### config.mk
export PLATFORM = sky130hd
export DESIGN_NAME = uart_tx_buffered
export DESIGN_NICKNAME = d
export VERILOG_FILES = /design/src/rtl/uart_tx_buffered_pkg.sv /design/src/rtl/uart_tx_buffered_sync_fifo.sv /design/src/rtl/uart_tx_buffered.sv
export SDC_FILE = /design/constraint.sdc
export NUM_CORES = 1
export LEC_CHECK = 0
export ABC_AREA = 1
export CORE_ASPECT_RATIO = 1.4
export CORE_MARGIN = 4
export CORE_UTILIZATION = 35
export DETAILED_ROUTE_END_ITERATION = 10
export PLACE_DENSITY = 0.61
export SETUP_SLACK_MARGIN = 0.5
export SLEW_MARGIN = 25
export SYNTH_ARGS = -nofsm -noshare
export SYNTH_HDL_FRONTEND = slang
export SYNTH_HIERARCHICAL = 1
export SYNTH_SLANG_ARGS = --single-unit
### constraint.sdc
create_clock -name CLK -period 2.9 [get_ports CLK]
set_input_delay 0.29 -clock CLK [delete_from_list [all_inputs] [get_ports CLK]]
set_output_delay 0.29 -clock CLK [all_outputs]
set_load 0.05 [all_outputs]
### src/rtl/uart_tx_buffered_pkg.sv
// uart_tx_buffered_pkg: shared UART constants, TX FSM state encoding and sizing helper
package uart_tx_buffered_pkg;
  localparam int UART_DATA_BITS = 8;
  localparam int DEFAULT_CLKS_PER_BIT = 868;
  typedef enum logic [1:0] {
    UART_TX_IDLE,
    UART_TX_START,
    UART_TX_DATA,
    UART_TX_STOP
  } tx_state_t;
  function automatic int count_width(input int depth);
    return $clog2(depth) + 1;
  endfunction
endpackage

### src/rtl/uart_tx_buffered_sync_fifo.sv
// uart_tx_buffered_sync_fifo: byte FIFO with occupancy count and registered ready
module uart_tx_buffered_sync_fifo
  import uart_tx_buffered_pkg::*;
#(
  parameter int WIDTH = UART_DATA_BITS,
  parameter int DEPTH = 16
) (
  input  logic                          clk,
  input  logic                          rst_n,
  input  logic                          push,
  input  logic                          pop,
  input  logic [WIDTH-1:0]              wdata,
  output logic [WIDTH-1:0]              rdata,
  output logic                          ready,
  output logic [count_width(DEPTH)-1:0] count
);
  localparam int AW = $clog2(DEPTH);
  localparam int CW = count_width(DEPTH);
  logic [WIDTH-1:0] mem [DEPTH];
  logic [AW-1:0] wptr, rptr;
  logic wr, rd;
  logic [CW-1:0] count_next;
  assign wr = push && ready;
  assign rd = pop && count != '0;
  assign count_next = count + CW'(wr) - CW'(rd);
  assign rdata = mem[rptr];
  // storage array; contents need no reset since count gates every read
  always_ff @(posedge clk)
    if (wr) mem[wptr] <= wdata;
  // pointers wrap naturally; ready looks at the post-update count so it never overfills
  always_ff @(posedge clk)
    if (!rst_n) begin
      wptr  <= '0;
      rptr  <= '0;
      count <= '0;
      ready <= 1'b0;
    end else begin
      if (wr) wptr <= wptr + 1'b1;
      if (rd) rptr <= rptr + 1'b1;
      count <= count_next;
      ready <= count_next != CW'(DEPTH);
    end
endmodule

### src/rtl/uart_tx_buffered.sv
// uart_tx_buffered: FIFO-backed 8N1/8N2 UART transmitter sending frames back-to-back
module uart_tx_buffered
  import uart_tx_buffered_pkg::*;
#(
  parameter int CLKS_PER_BIT = DEFAULT_CLKS_PER_BIT,
  parameter int FIFO_DEPTH   = 16,
  parameter int STOP_BITS    = 1
) (
  input  logic                               CLK,
  input  logic                               RST,
  input  logic [UART_DATA_BITS-1:0]          TX_DAT,
  input  logic                               TX_VALID,
  output logic                               TX_READY,
  output logic                               UART_TXD,
  output logic                               TX_BUSY,
  output logic                               TX_DONE,
  output logic [count_width(FIFO_DEPTH)-1:0] FIFO_COUNT
);
  localparam int STOP_CLKS = STOP_BITS * CLKS_PER_BIT;
  localparam int TW = $clog2(STOP_CLKS);
  localparam int IW = $clog2(UART_DATA_BITS);
  tx_state_t state;
  logic [TW-1:0] timer;
  logic [IW-1:0] idx;
  logic [UART_DATA_BITS-1:0] shift, head;
  logic bit_end, stop_end, pop;
  assign bit_end  = timer == TW'(CLKS_PER_BIT - 1);
  assign stop_end = timer == TW'(STOP_CLKS - 1);
  assign pop = FIFO_COUNT != '0 && (state == UART_TX_IDLE || (state == UART_TX_STOP && stop_end));

  uart_tx_buffered_sync_fifo #(
    .WIDTH(UART_DATA_BITS),
    .DEPTH(FIFO_DEPTH)
  ) fifo (
    .clk  (CLK),
    .rst_n(RST),
    .push (TX_VALID),
    .pop  (pop),
    .wdata(TX_DAT),
    .rdata(head),
    .ready(TX_READY),
    .count(FIFO_COUNT)
  );

  // frame sequencer; line outputs are flops of the current state so they trail it by one cycle
  always_ff @(posedge CLK)
    if (!RST) begin
      state    <= UART_TX_IDLE;
      timer    <= '0;
      idx      <= '0;
      shift    <= '0;
      UART_TXD <= 1'b1;
      TX_BUSY  <= 1'b0;
      TX_DONE  <= 1'b0;
    end else begin
      UART_TXD <= state == UART_TX_START ? 1'b0 : state == UART_TX_DATA ? shift[0] : 1'b1;
      TX_BUSY  <= state != UART_TX_IDLE;
      TX_DONE  <= state == UART_TX_STOP && stop_end;
      case (state)
        UART_TX_IDLE:
          if (pop) begin
            shift <= head;
            timer <= '0;
            state <= UART_TX_START;
          end
        UART_TX_START:
          if (bit_end) begin
            timer <= '0;
            idx   <= '0;
            state <= UART_TX_DATA;
          end else timer <= timer + 1'b1;
        UART_TX_DATA:
          if (bit_end) begin
            timer <= '0;
            shift <= shift >> 1;
            idx   <= idx + 1'b1;
            if (idx == IW'(UART_DATA_BITS - 1)) state <= UART_TX_STOP;
          end else timer <= timer + 1'b1;
        UART_TX_STOP:
          if (stop_end) begin
            timer <= '0;
            if (pop) begin
              shift <= head;
              state <= UART_TX_START;
            end else state <= UART_TX_IDLE;
          end else timer <= timer + 1'b1;
      endcase
    end
endmodule

==> results by stage, run 1 <==
CTS:
- The clock tree from TritonCTS is built.
- The tree is rooted in a sky130_fd_sc_hd__clkbuf_16.
- For this design, the sink count on the clock tree is 172.
- The maximum root-to-sink buffer count is 2.
- For this design, the CTS-stage hold fixing added 0 buffers.
- Clock-pin slew was measured on the worst setup and hold paths at 0.07 ns.
- Clock tree synthesis inserted a total of 17 buffers.
- Clock latency on the worst-skew pair, taken at its later pin, is 0.42 ns.
- The H-tree generated during clock tree synthesis spans 4 levels.

Global route:
- The global routing usage on met3 is 2.415%.
- The global routing usage summed across all routing layers is 14.53%.
- The overflow left after global routing is 0.
- Global routing consumed, on the met2 layer, 26.55% of the routing resources.
- The number of global-route vias before repair is 5378.
- The wire length of the first global-routing pass is 27.71 mm.
- The global-route layer with the greatest usage is met2.
- Global routing used 17.54% of the available met1 tracks.
- The initial antenna violation count is 0.
- Entering global routing, the biggest net connects 67 pins.

Floorplanning:
- The number of ports placed on the die boundary is 20.
- In this run the horizontal extent of the chip is 133.1 um.
- In this run the core area contains 63 standard-cell rows.
- The floorplan step defined a die boundary enclosing 0.02436 mm2.
- The total area inside the core boundary comes to 0.02136 mm2.
- The vertical die dimension is 183.1 um.
- The starting density of the core is 35.88%.

STA:
- The count of pins over their slew limit is 0.
- The number of hold-slack violations in the final timing report is 0.
- The highest achievable clock rate is 410.4 MHz.
- On the final layout, the worst clock skew is 0.01514 ns.
- Setup repair after global routing could not meet its margin everywhere.
- Measured against its own limit, the worst slew margin works out to 48.29%.
- The final-report setup violation count is 0.
- Adding up every negative setup slack in the final design gives 0 ns.
- The shortest clock period the worst path allows after layout is 2.437 ns.
- The final worst hold slack is 0.4796 ns.
- At the pin with the least slew margin, the transition time is 0.7732 ns.
- After layout, the worst path uses 84.02% of the clock period.
- In the post-route analysis, the smallest setup slack over all paths is 0.4633 ns.

Yosys:
- Yosys attributes the largest share of cell area to sky130_fd_sc_hd__edfxtp_1 50%, sky130_fd_sc_hd__nand2_1 13%, sky130_fd_sc_hd__dfxtp_1 11%.
- The top flip-flop cell by instance count after synthesis is sky130_fd_sc_hd__edfxtp_1.
- The Yosys step of the flow raised 6 warnings.
- Each instance of the synthesized netlist takes up on average 9.426 um2.
- The area share of the largest cell type after synthesis is 50.16%.
- The cell area after technology mapping is 0.007664 mm2.
- The number of library cell types mapped by synthesis is 35.
- In this run, synthesis produced a sequential element count of 172.
- The instance count of the mapped netlist is 813.
- The number of synthesized flops with an enable pin is 128.
- The total nets after synthesis is 844.
- Counting flops with an async set or reset pin after synthesis yields a share of 0%.
- The largest total area in the synthesized netlist belongs to sky130_fd_sc_hd__edfxtp_1.
- The share of the Yosys chip area taken by registers is 61.65%.

Layout:
- Of the cells placed in the final design, the portion with a size suffix greater than 1 is 13.24%.
- Counting the fill cells in the layout gives 2041.
- The commonest non-fill, non-tap cell in the layout is sky130_fd_sc_hd__nand2_1.
- The area added between synthesis and finish is 17.52%.
- The number of antenna diodes in the final layout is 0.
- In the layout the commonest cells are 267 x sky130_fd_sc_hd__nand2_1, 128 x sky130_fd_sc_hd__edfxtp_1, 89 x sky130_fd_sc_hd__nor2_1, 73 x sky130_fd_sc_hd__nand3_1, 60 x sky130_fd_sc_hd__inv_1.
- The post-layout net count is 894.
- The final cell count without fillers is 1168.

Worst setup path:
- Of all nets on the critical path, the largest fanout is 3.
- The data required time of the worst path is 3.20 ns.
- The critical path in this run is classified as reg2reg.
- The worst path arrival time is 2.74 ns.
- Traced cell by cell, the critical path runs through ha_4 -> nand2_2 -> nor2_4 -> nand3_2 -> nand2_2 -> nand2_4 -> inv_4 -> nand3_2 -> nand2_1 -> ha_2 -> fa_2 -> or2_4 -> nor2_1 -> nand3_1 -> nor2_1 -> nor2_1.
- The most numerous cell type found on the critical path is sky130_fd_sc_hd__nor2_1.
- For this design, the slowest cell found on the critical path is sky130_fd_sc_hd__fa_2.
- The element type at the critical path start is a flop.
- On the worst path, the slowest cell contributes a delay of 0.45 ns.
- STA classifies the critical path endpoint as a flop.

Detailed routing:
- After the first detailed-routing iteration, the DRC count stood at 447.
- The number of routed nets with antenna violations is 0.
- The DRC violation count after routing is 0.
- After detailed routing, the number of vias per cell comes to 4.695.
- The average detailed-routed wire length per instance is 14.75 um.
- The final wirelength is 17.23 mm.
- The first-pass iteration count of the detailed router is 5.
- The number of vias in the routed layout is 5484.

Placed design:
- Once placement completed, the tool counted placed cells totaling 1120.
- Summed over all nets, the half-perimeter wirelength after detailed placement is 10.98 mm.
- Buffers placed on the I/O ports in this run total 19.
- The minimum setup slack after placement is 0.2847 ns.
- The placer congestion estimate is 0.8556.

Flow run:
- Across the run, the number of max-cap violations was 0.

Pwr:
- Summed over all cells, the static leakage comes to 3.623 nW.
- Power spread over the standard cell area amounts to 857.4 mW/mm2.
- The peak supply drop is 0.0007167 V.
- The design draws 7.722 mW.

Run status:
- The run finished with clean final reports.

Hold path:
- The worst hold path belongs to the class reg2reg.
-- cell usage after synthesis, drive strengths merged, types with 2 or more instances --
cell	count
dfxtp	44
buf	20
or2	2
o211ai	3
a21oi	25
clkbuf	8
nand3	75
and3	2
o21ai	32
nor3	6
inv	66
edfxtp	128
nor2	93
nand2	280
ha	19
-- per-layer routing --
| metal | part of all wire (%) | wire (um) |
|---|---|---|
| met4 | 1.4 | 244 |
| met2 | 53 | 9049 |
| met5 | 0 | 0 |
| met1 | 43 | 7404 |
| met3 | 3.1 | 526 |
-- state kept, by name, indices dropped and copies added, names as in the netlist, 2 cells and up, named ones only --
name / cells
fifo/mem: 128
timer: 10
fifo/rptr: 4
shift: 8
state: 2
fifo/count: 5
fifo/wptr: 4
idx: 3
-- cell families after synthesis --
| group | share of synthesized area (%) |
|---|---|
| adder cells (fa/ha/maj) | 3.363 |
| AO/OA/AOI/OAI | 4.653 |
| buffers and inverters | 5.436 |
| flip-flops | 61.65 |
| AND/OR/NAND/NOR | 24.78 |
| XOR/XNOR | 0.1143 |
-- path summary, 6_finish.rpt --
path	from	cells after the start	slack, ns	to
hold reg to reg	idx[1]	2	0.48	idx[1]
setup / recovery	timer[1]	16	0.46	fifo/ready
setup reg to reg	timer[1]	16	0.46	fifo/ready
hold / removal	idx[1]	2	0.48	idx[1]
-- final cells by class --
| cell class | count | area (um2) | share of cell area (%) |
|---|---|---|---|
| timing repair buffer | 59 | 503.0 | 5.585 |
| inverter | 67 | 254.0 | 2.820 |
| multi-input combinational | 546 | 2572 | 28.56 |
| clock inverter | 13 | 132.6 | 1.473 |
| clock buffer | 19 | 432.9 | 4.807 |
| tap | 292 | 365.4 | 4.057 |
| sequential | 172 | 4746 | 52.70 |
-- metrics by stage --
step	instance area [um2]	util, %
after floorplan	7705	-
after global placement	8289	38.80
after detailed placement	8289	38.80
after CTS	8979	42.03
after global routing	9006	42.16
final	9006	42.16
-- power by group --
part           internal, mW  leakage (nW)  switching [mW]
logic                 0.921          1.83            1.70
clock network          1.21         0.270           0.983
registers              2.82          1.52          0.0931
total                  4.95          3.62            2.77
-- critical path, delay by kind of cell, from the launching register on --
family | cells | cell delay, ns
flops | 1 | 0.36
simple gates | 12 | 1.10
fa+ha+maj | 3 | 0.78
buf+inv | 1 | 0.07
-- what timing repair did --
action	in CTS	in global routing
endpoints found under the setup margin	2	2
gates resized for setup	12	2
pin swaps	11	4
buffers inserted	13	3
No activity file was read; power rests on OpenSTA's default activity.
==> run 2: changes to the inputs <==
==> constraint.sdc (replaced) <==
create_clock -name CLK -period 2.55 [get_ports CLK]
set_input_delay 0.255 -clock CLK [delete_from_list [all_inputs] [get_ports CLK]]
set_output_delay 0.255 -clock CLK [all_outputs]
set_load 0.05 [all_outputs]
==> results by stage, run 2 (synthesis results as in run 1) <==
Worst setup path:
- The startpoint of the most critical register-to-register path is timer[1] (unchanged).
- The data required time of the worst path came to 2.87 ns (was 3.20 ns).
- The highest fanout seen on the critical path is 3 (unchanged).
- The combined buffer and inverter count along the critical path was 1 (unchanged).
- The internal reg-to-reg setup slack is 0.14 ns (was 0.46 ns).
- The element type at the critical path start is a flop (unchanged).
- The maximum single-stage delay on the critical path is 0.44 ns (was 0.45 ns).
- The path length in cells of the critical path was 16 (unchanged).
- The critical path capture point was fifo/ready (unchanged).
- The startpoint of the worst setup timing path is timer[1] (unchanged).
- The most repeated library cell on the critical path is sky130_fd_sc_hd__nor2_1 (unchanged).
- The critical path's top delay family was simple AND/OR/NAND/NOR gates (unchanged).
- The category of the worst setup path capture point is a flop (unchanged).
- The slowest cell on the critical path is sky130_fd_sc_hd__fa_2 (unchanged).
- Critical-path cell list: ha_4 -> nand2_2 -> nor2_4 -> nand3_2 -> nand2_2 -> nand2_4 -> inv_4 -> nand3_2 -> nand2_1 -> ha_2 -> fa_2 -> or2_4 -> nor2_1 -> nand3_1 -> nor2_1 -> nor2_1 (unchanged).
- The critical path class is reg2reg (unchanged).
- The worst path arrival time is 2.73 ns (was 2.74 ns).
- The destination of the worst register-to-register timing path was fifo/ready (unchanged).
- The number of cell instances on the worst register-to-register path was 16 (unchanged).

Detailed routing:
- The detailed-route vias per instance was 4.697 (was 4.695).
- The first-pass iteration count of the detailed router is 4 (was 5).
- The DRC violation count after routing came to 0 (unchanged).
- The average detailed-routed wire length per instance is 14.92 um (was 14.75 um).
- The DRC violation total after the first TritonRoute iteration is 367 (was 447).
- The final wirelength was 17.45 mm (was 17.23 mm).
- The number of routed nets with antenna violations came to 0 (unchanged).
- The number of vias in the routed layout came to 5495 (was 5484).

Pwr:
- The switching component of the power is 3.251 mW (was 2.774 mW).
- The net switching fraction of the power was 36.21% (was 35.93%).
- The total internal power came to 5.727 mW (was 4.947 mW).
- The share of total power in the clock network is 29.3% (was 28.4%).
- The combinational power share came to 33.9% (about the same).
- The static leakage is 3.658 nW (was 3.623 nW).
- The power density over the cells was 990.0 mW/mm2 (was 857.4 mW/mm2).
- The sequential share of power is 36.9% (was 37.7%).
- The peak supply drop came to 0.0008368 V (was 0.0007167 V).

Layout:
- Registers with the most flip-flops: fifo/mem: 128 flops, timer: 10 flops, shift: 8 flops (unchanged).
- The proportion of layout cells with a drive suffix above 1 is 13.67% (was 13.24%).
- The number of antenna diodes is 0 (unchanged).
- The commonest non-fill, non-tap cell in the layout is sky130_fd_sc_hd__nand2_1 (unchanged).
- The area added between synthesis and finish is 18.33% (was 17.52%).
- The post-layout net count is 896 (was 894).
- The utilization of the core after routing is 42.45% (was 42.16%).
- Highest-count cells in the layout ignoring fill and taps: 267 x sky130_fd_sc_hd__nand2_1, 128 x sky130_fd_sc_hd__edfxtp_1, 89 x sky130_fd_sc_hd__nor2_1, 72 x sky130_fd_sc_hd__nand3_1, 59 x sky130_fd_sc_hd__inv_1 (was 267 x sky130_fd_sc_hd__nand2_1, 128 x sky130_fd_sc_hd__edfxtp_1, 89 x sky130_fd_sc_hd__nor2_1, 73 x sky130_fd_sc_hd__nand3_1, 60 x sky130_fd_sc_hd__inv_1).
- The flip-flop count of the largest register after layout is 128 (unchanged).
- The largest register by flop count is fifo/mem (unchanged).

Flow run:
- The count of maximum capacitance violations is 0 (unchanged).

Global route:
- The overflow left after global routing is 0 (unchanged).
- The wire length of the first global-routing pass was 28.52 mm (was 27.71 mm).
- The global routing met2 resource utilization is 27.20% (was 26.55%).
- The met1 usage is 17.26% (was 17.54%).
- The initial antenna violation count came to 0 (unchanged).
- The global-route layer with the greatest usage is met2 (unchanged).
- The global routing usage summed across all routing layers is 14.96% (was 14.53%).
- The global routing usage on met3 came to 3.403% (was 2.415%).
- The largest net degree at the start of global routing was 67 (unchanged).
- The number of global-route vias before repair is 5490 (was 5378).

STA:
- Unrepaired setup endpoints after global routing: true (unchanged).
- The final worst setup slack is 0.1351 ns (was 0.4633 ns).
- The number of hold-slack violations in the final timing report is 0 (unchanged).
- The final total negative setup slack is 0 ns (unchanged).
- The highest achievable clock rate came to 414.1 MHz (was 410.4 MHz).
- The fraction of the cycle the final worst path needs was 94.70% (was 84.02%).
- The final-report setup violation count is 0 (unchanged).
- The transition time of the tightest slew-check pin is 0.7587 ns (was 0.7732 ns).
- The final clock skew is 0.01319 ns (was 0.01514 ns).
- The count of pins over their slew limit was 0 (unchanged).
- The shortest clock period the worst path allows after layout was 2.415 ns (was 2.437 ns).
- The worst-case headroom to the max-slew limit is 49.26% (was 48.29%).

Hold path:
- The path type of the worst min-delay path is reg2reg (unchanged).

Floorplanning:
- The count of standard-cell rows is 63 (unchanged).
- The die footprint is 0.02436 mm2 (unchanged).
- The core box area is 0.02136 mm2 (unchanged).
- The starting density of the core is 35.88% (unchanged).
- The vertical die dimension is 183.1 um (unchanged).
- The number of ports placed on the die boundary is 20 (unchanged).
- The width of the chip was 133.1 um (unchanged).

CTS:
- The number of buffers added by the clock tree synthesis step is 17 (unchanged).
- The clock-pin slew reported for the worst setup and hold paths after clock tree synthesis came to 0.07 ns (about the same).
- The number of levels the H-tree was split into is 4 (unchanged).
- The number of hold buffers added after CTS is 0 (unchanged).
- The CTS sink count is 172 (unchanged).
- The maximum root-to-sink buffer count was 2 (unchanged).
- The root buffer cell was sky130_fd_sc_hd__clkbuf_16 (unchanged).
- The clock insertion delay at the later pin of the skew report is 0.43 ns (was 0.42 ns).
- The clock tree from TritonCTS is built (unchanged).

Run status:
- Run status: finished, final reports clean (unchanged).

Placed design:
- The number of buffer cells added on primary ports is 19 (unchanged).
- The placed wire-length estimate after detailed placement is 11.54 mm (was 10.98 mm).
- The minimum setup slack after placement came to 0.02880 ns (was 0.2847 ns).
- The placer congestion estimate is 0.8647 (was 0.8556).
[run 2: how the worst min path moves through the flow]
stage	slack, ns	from	depth (start not counted)	endpoint
after global placement	0.46	idx[2]	2	idx[2]
after CTS	0.48	idx[2]	2	idx[2]
after global routing	0.49	idx[2]	2	idx[2]
after detailed placement	0.47	idx[2]	2	idx[2]
final	0.48	idx[2]	2	idx[2]
after floorplan	0.35	TX_DAT[0]	0	fifo/mem[0][0]
[run 2: through the flow]
| step | std cells | total power [mW] | hold slack (ns) | area [um2] |
|---|---|---|---|---|
| after floorplan | 813 | 5.523 | 0.3539 | 7705 |
| after global placement | 1131 | 6.301 | 0.4558 | 8372 |
| after detailed placement | 1131 | 6.322 | 0.4697 | 8372 |
| after CTS | 1169 | 9.014 | 0.4809 | 9035 |
| after global routing | 1170 | 9.563 | 0.4937 | 9069 |
| final | 1170 | 8.978 | 0.4766 | 9069 |
[run 2: final cells by class]
type | instances | area, um2
tap | 292 | 365.4
clock inverter | 15 | 177.7
clock buffer | 17 | 425.4
sequential | 172 | 4741
inverter | 67 | 256.5
timing repair buffer | 61 | 525.5
multi-input combinational | 546 | 2577
fill | 2068 | 12290
[run 2: repair_timing]
item,4_1_cts,5_1_grt
setup endpoints to repair,4,13
pin swaps,8,3
gates cloned,0,0
gates resized for setup,8,10
setup buffers,6,1
[run 2: power groups by stage]
stage | registers (mW) | logic, mW | clock network (mW)
after floorplan | 3.51 | 2.01 | 0
after global placement | 3.36 | 2.94 | 0
after detailed placement | 3.37 | 2.95 | 0
after CTS | 3.31 | 3.03 | 2.68
after global routing | 3.33 | 3.44 | 2.80
final | 3.31 | 3.04 | 2.63
[run 2: worst reg2reg max path, delay by kind of cell, from the launching register on]
kind | cells | cell delay (ns)
adders and majority gates | 3 | 0.77
buffers and inverters | 1 | 0.07
DFF | 1 | 0.36
and+or+nand+nor | 12 | 1.09
[run 2: per-layer routing]
layer  routed length (um)  share of wire (%)
met5                    0                  0
met1                 7293                 42
met3                  511                2.9
met4                  460                2.6
met2                 9187                 53
==> run 3: changes to the inputs <==
--- a/config.mk
+++ b/config.mk
@@ -6,6 +6,7 @@
 export NUM_CORES = 1
 export LEC_CHECK = 0
 export ABC_AREA = 1
+export CAP_MARGIN = 0
 export CORE_ASPECT_RATIO = 1.4
 export CORE_MARGIN = 4
 export CORE_UTILIZATION = 35
==> results of run 3 <==
The final DEF is identical to that of run 2; final timing and power are the same.
==> RTL edit 1 (flow settings as in run 2) <==
Remove the register `UART_TXD`: a continuous assignment takes its place, so the output `UART_TXD` follows one clock earlier.
--- a/src/rtl/uart_tx_buffered.sv
+++ b/src/rtl/uart_tx_buffered.sv
@@ -51,3 +51,2 @@
       shift    <= '0;
-      UART_TXD <= 1'b1;
       TX_BUSY  <= 1'b0;
@@ -55,3 +54,2 @@
     end else begin
-      UART_TXD <= state == UART_TX_START ? 1'b0 : state == UART_TX_DATA ? shift[0] : 1'b1;
       TX_BUSY  <= state != UART_TX_IDLE;
@@ -88,2 +86,4 @@
     end
+
+  assign UART_TXD = state == UART_TX_START ? 1'b0 : state == UART_TX_DATA ? shift[0] : 1'b1;
 endmodule
Function: changed (Yosys sat finds a counterexample within 4 cycles, from zero or initial values and one cycle with RST low).
==> RTL edit 1 against run 2 <==
Design area decreased by 0.54%; worst setup slack improved by 0.042 ns; clock power decreased by 3%; total power decreased by 0.29%; sequential cell count decreased by 1; wire length decreased by 3.4%; global-route usage decreased by 0.35 points; die area decreased by 0.90%; area after synthesis decreased by 0.95%; maximum frequency increased by 1.8%; via count decreased by 0.78%; largest power group unchanged; highest routed layer unchanged.
==> RTL edit 1: results (changes against run 2) <==
grt_util_all_layers_pct: 14.61  # -0.35 points
dp.cells: 1089  # -3.7%
synth_edf_count: 128  # unchanged
ys_async_sr_fraction_pct: 0  # unchanged
r2r_slack_ns: 0.18  # +0.04 ns
ys_types: 35  # unchanged
viasPerCell: 4.825  # +2.7%
finClkSkew_ns: 0.008513  # -0.004680 ns
cp_max_fo: 3  # unchanged
worstPathArrival_ns: 2.67  # -0.06 ns
cts-htree-levels: 4  # unchanged
ys_top_cells_by_area: "edfxtp_1 51%, nand2_1 13%, dfxtp_1 11%, nand3_1 5.3%, nor2_1 4.0%"
routabilityCongestion: 0.7930  # -8.3%
drt_iter0_markers: 318  # -13%
grt_pass1_vias: 5557  # +1.2%
ir_worst_vdd_mv: 0.6162  # -26%
cts.clk_slew.worst_paths_ns: 0.06
clockBufferDepth: 2  # unchanged
synthTopCellsByCount: "265 x nand2_1, 128 x edfxtp_1, 81 x nor2_1"
yosys_warnings: 6  # unchanged
routed_wl_mm: 16.85  # -3.4%
vias: 5452  # -0.78%
grt_max_degree: 63  # -6.0%
synth_area_per_cell_um2: 9.536  # +1.2%
portBuffers: 19  # unchanged
syn_nets: 827  # -2.0%
diodes: 0  # unchanged
final_layout_size_suffix_gt1_share_pct: 13.79  # +0.13 points
antenna_found_initial: 0  # unchanged
numCtsBuffers: 17  # unchanged
met3_usage_pct: 3.034  # -0.37 points
grt_pass1_wl_mm: 27.84  # -2.4%
use_met2_pct: 27.52  # +0.32 points
hpwl_mm: 11.42  # -1.0%
outcome: "finished clean"
yosysSeqAreaShare_pct: 61.97  # +0.33 points
cp_top_family: "simple AND/OR/NAND/NOR gates"
p_leak_nw: 3.639  # -0.51%
nNetsFinal: 889  # -0.78%
rr_worst_depth: 17  # +1
worstMarginPinSlew_ns: 0.6904  # -0.06833 ns
met1_usage_pct: 16.25  # -1.0 points
## RTL edit 1: cell types whose count changed after synthesis, moves of 4 or more
cell | run 2 | this run
nor3_1 | 6 | 2
nand2_1 | 270 | 265
nor2_1 | 89 | 81
nand2_2 | 8 | 4
inv_1 | 62 | 57
nand3_1 | 74 | 80
a21oi_1 | 24 | 31
## RTL edit 1: path summary, 6_finish.rpt
kind | endpoint | start
worst max-delay path | fifo/ready | timer[0]
worst max register to register | fifo/ready | timer[0]
worst min-delay path | idx[1] | idx[1]
worst min register to register | idx[1] | idx[1]
## RTL edit 1: routing by layer
layer | vias to the layer above | wire length (um)
li1 | 2761 | -
met1 | 2593 | 6851
met2 | 81 | 9260
met3 | 17 | 480
met4 | 0 | 261
met5 | - | 0
## RTL edit 1: worst min-delay path, cell delays in order (launching register included)
cell and delay [ns]:
dfxtp_1 0.31, nand2_1 0.06, a21oi_1 0.05
## RTL edit 1: cell type report
| cell class | count | area (um2) |
|---|---|---|
| clock buffers | 20 | 436.7 |
| multi-input cells | 536 | 2559 |
| clock inverters | 11 | 146.4 |
| repair buffers | 69 | 591.8 |
| inverters | 63 | 239.0 |
| well taps | 260 | 325.3 |
| fillers | 2042 | 12260 |
| flip-flops and latches | 171 | 4722 |
## RTL edit 1: what timing repair did
action,4_1_cts,5_1_grt
endpoints found under the setup margin,5,9
buffers inserted,6,4
gates resized for setup,10,4
pin swaps,9,5
cloned,0,0
## RTL edit 1: power by group
part / total (mW) / internal, mW / switching [mW]
registers: 3.32 / 3.19 / 0.132
logic: 3.09 / 1.13 / 1.96
clock network: 2.54 / 1.53 / 1.01
## RTL edit 1: stage by stage
stage | worst slack (ns) | area, um2 | hold WS [ns]
6_report | 0.1769 | 9020 | 0.4686
3_3_place_gp | 0.1036 | 8327 | 0.4553
2_1_floorplan | 0.1149 | 7644 | 0.3539
4_1_cts | 0.1748 | 8980 | 0.4732
5_1_grt | 0.006043 | 9020 | 0.4995
3_5_place_dp | 0.03726 | 8327 | 0.4636
## RTL edit 1: kinds of logic (layout without fill, tap and decap cells)
kind of cell,Yosys count,in the layout,synth area share [%]
AO/OA/AOI/OAI,68,68,4.813
buffers and inverters,89,163,5.175
multiplexers,2,2,0.2637
flip-flops,171,171,61.97
AND/OR/NAND/NOR,444,444,24.15
XOR/XNOR,2,2,0.2308
adder cells (fa/ha/maj),20,20,3.395
==> RTL edit 2 (config.mk and constraints of run 2) <==
Made on the original files. The package constant `UART_DATA_BITS` goes from 8 to 4.
--- a/src/rtl/uart_tx_buffered_pkg.sv
+++ b/src/rtl/uart_tx_buffered_pkg.sv
@@ -2,3 +2,3 @@
 package uart_tx_buffered_pkg;
-  localparam int UART_DATA_BITS = 8;
+  localparam int UART_DATA_BITS = 4;
   localparam int DEFAULT_CLKS_PER_BIT = 868;
Ports: changed (resized TX_DAT); port bits go from 20 to 16. The function was not compared with the original's and may differ.
==> RTL edit 2 against run 2 <==
Global-route usage is 1.3 points lower; critical path type unchanged; clock skew down 0.0059 ns; area after synthesis down 36%; sequential share of layout area decreased by 4.6 points; cell count fell by 35%; clock power decreased by 53%; combinational power is 22% lower; wire length decreased by 42%; worst setup slack worse by 0.038 ns; sequential cell count decreased by 69; first-iteration DRC count fell by 51%; core utilization down 0.30 points; total power shrank 37%; design area is 37% lower.
==> RTL edit 2: results (changes against run 2) <==
drt_iter0_markers: 179  # -51%
met3_usage_pct: 3.145  # -0.26 points
wl_met1_mm: 4.213  # -42%
syn_nets: 565  # -33%
ys_async_sr_fraction_pct: 0  # unchanged
outcome: "finished clean"
routed_wl_mm: 10.17  # -42%
finClkSkew_ns: 0.007293  # -0.005900 ns
vias: 3627  # -34%
areaGrowthSynthToFinish_pct: 16.60
numCtsBuffers: 9  # -8
cts.clk_slew.worst_paths_ns: 0.07  # about the same
r2r_slack_ns: 0.1  # -0.04 ns
post-place-ws_ns: -0.005240  # -0.03404 ns
synth_edf_count: 64  # -50%
ys_top_cells_by_area: "edfxtp_1 39%, dfxtp_1 16%, nand2_1 13%, nor2_1 5.0%, ha_1 4.6%"
routed-wl-met2_mm: 5.274  # -43%
clockBufferDepth: 2  # unchanged
wl_met3_um: 441  # -14%
syn_inst: 539  # -34%
whs_endpoint: "idx[1]"
cts-htree-levels: 3  # -1
cp_max_fo: 4  # +1
nNetsFinal: 602  # -33%
viasPerCell: 4.754  # +1.2%
timing.final.crit_share_pct: 96.21  # +1.5 points
use_met2_pct: 23.66  # -3.5 points
synthTopCellsByCount: "163 x nand2_1, 65 x nor2_1, 64 x edfxtp_1"
routabilityCongestion: 0.8548  # -1.1%
dp.cells: 739  # -35%
reg_top3: "fifo/mem: 64 flops, timer: 10 flops, fifo/count: 5 flops"
portBuffers: 15  # -4
met1_usage_pct: 15.83  # -1.4 points
grt_max_degree: 32  # -52%
rr_worst_depth: 17  # +1
placed_cell_area_um2: 5326  # -36%
hold-worst-slack_ns: 0.4927  # +0.01602 ns
slowest_delay_ns: 0.42  # -0.02 ns
hpwl_mm: 7.205  # -38%
ir_worst_vdd_mv: 0.8626  # +3.1%
yosysSeqAreaShare_pct: 55.33  # -6.3 points
grt_util_all_layers_pct: 13.64  # -1.3 points
grt_overflow: 0  # unchanged
worstMarginPinSlew_ns: 0.6637  # -0.09496 ns
fill_cells: 1329  # -36%
final_layout_size_suffix_gt1_share_pct: 16.01  # +2.3 points
clk_latency_ns: 0.35  # -0.08 ns
grt_pass1_wl_mm: 17.18  # -40%
RTL edit 2: power breakdown:
part | internal (mW) | switching [mW] | leakage [nW]
logic | 0.899 | 1.46 | 1.27
clock network | 0.652 | 0.585 | 0.129
registers | 1.93 | 0.133 | 0.898
total | 3.48 | 2.18 | 2.30
RTL edit 2: logic make-up after synthesis:
family | Yosys count | share of synthesized area [%]
flops | 103 | 55.33
xor+xnor | 1 | 0.1793
fa+ha+maj | 19 | 5.021
compound gates | 48 | 5.636
buf+inv | 63 | 6.353
simple gates | 305 | 27.48
RTL edit 2: what timing repair did:
item | in CTS | in global routing
pin swaps | 11 | 7
hold buffers | 0 | 0
buffers inserted | 5 | 3
resized for setup | 6 | 4
setup endpoints to repair | 4 | 5
gates cloned | 0 | 0
RTL edit 2: final cells by class:
type	count	area share, %
Clock buffer	9	3.954
Multi-Input combinational cell	373	34.42
Inverter	50	3.427
Timing Repair Buffer	39	5.866
Clock inverter	7	0.7030
Sequential cell	103	47.63
Tap cell	182	3.998
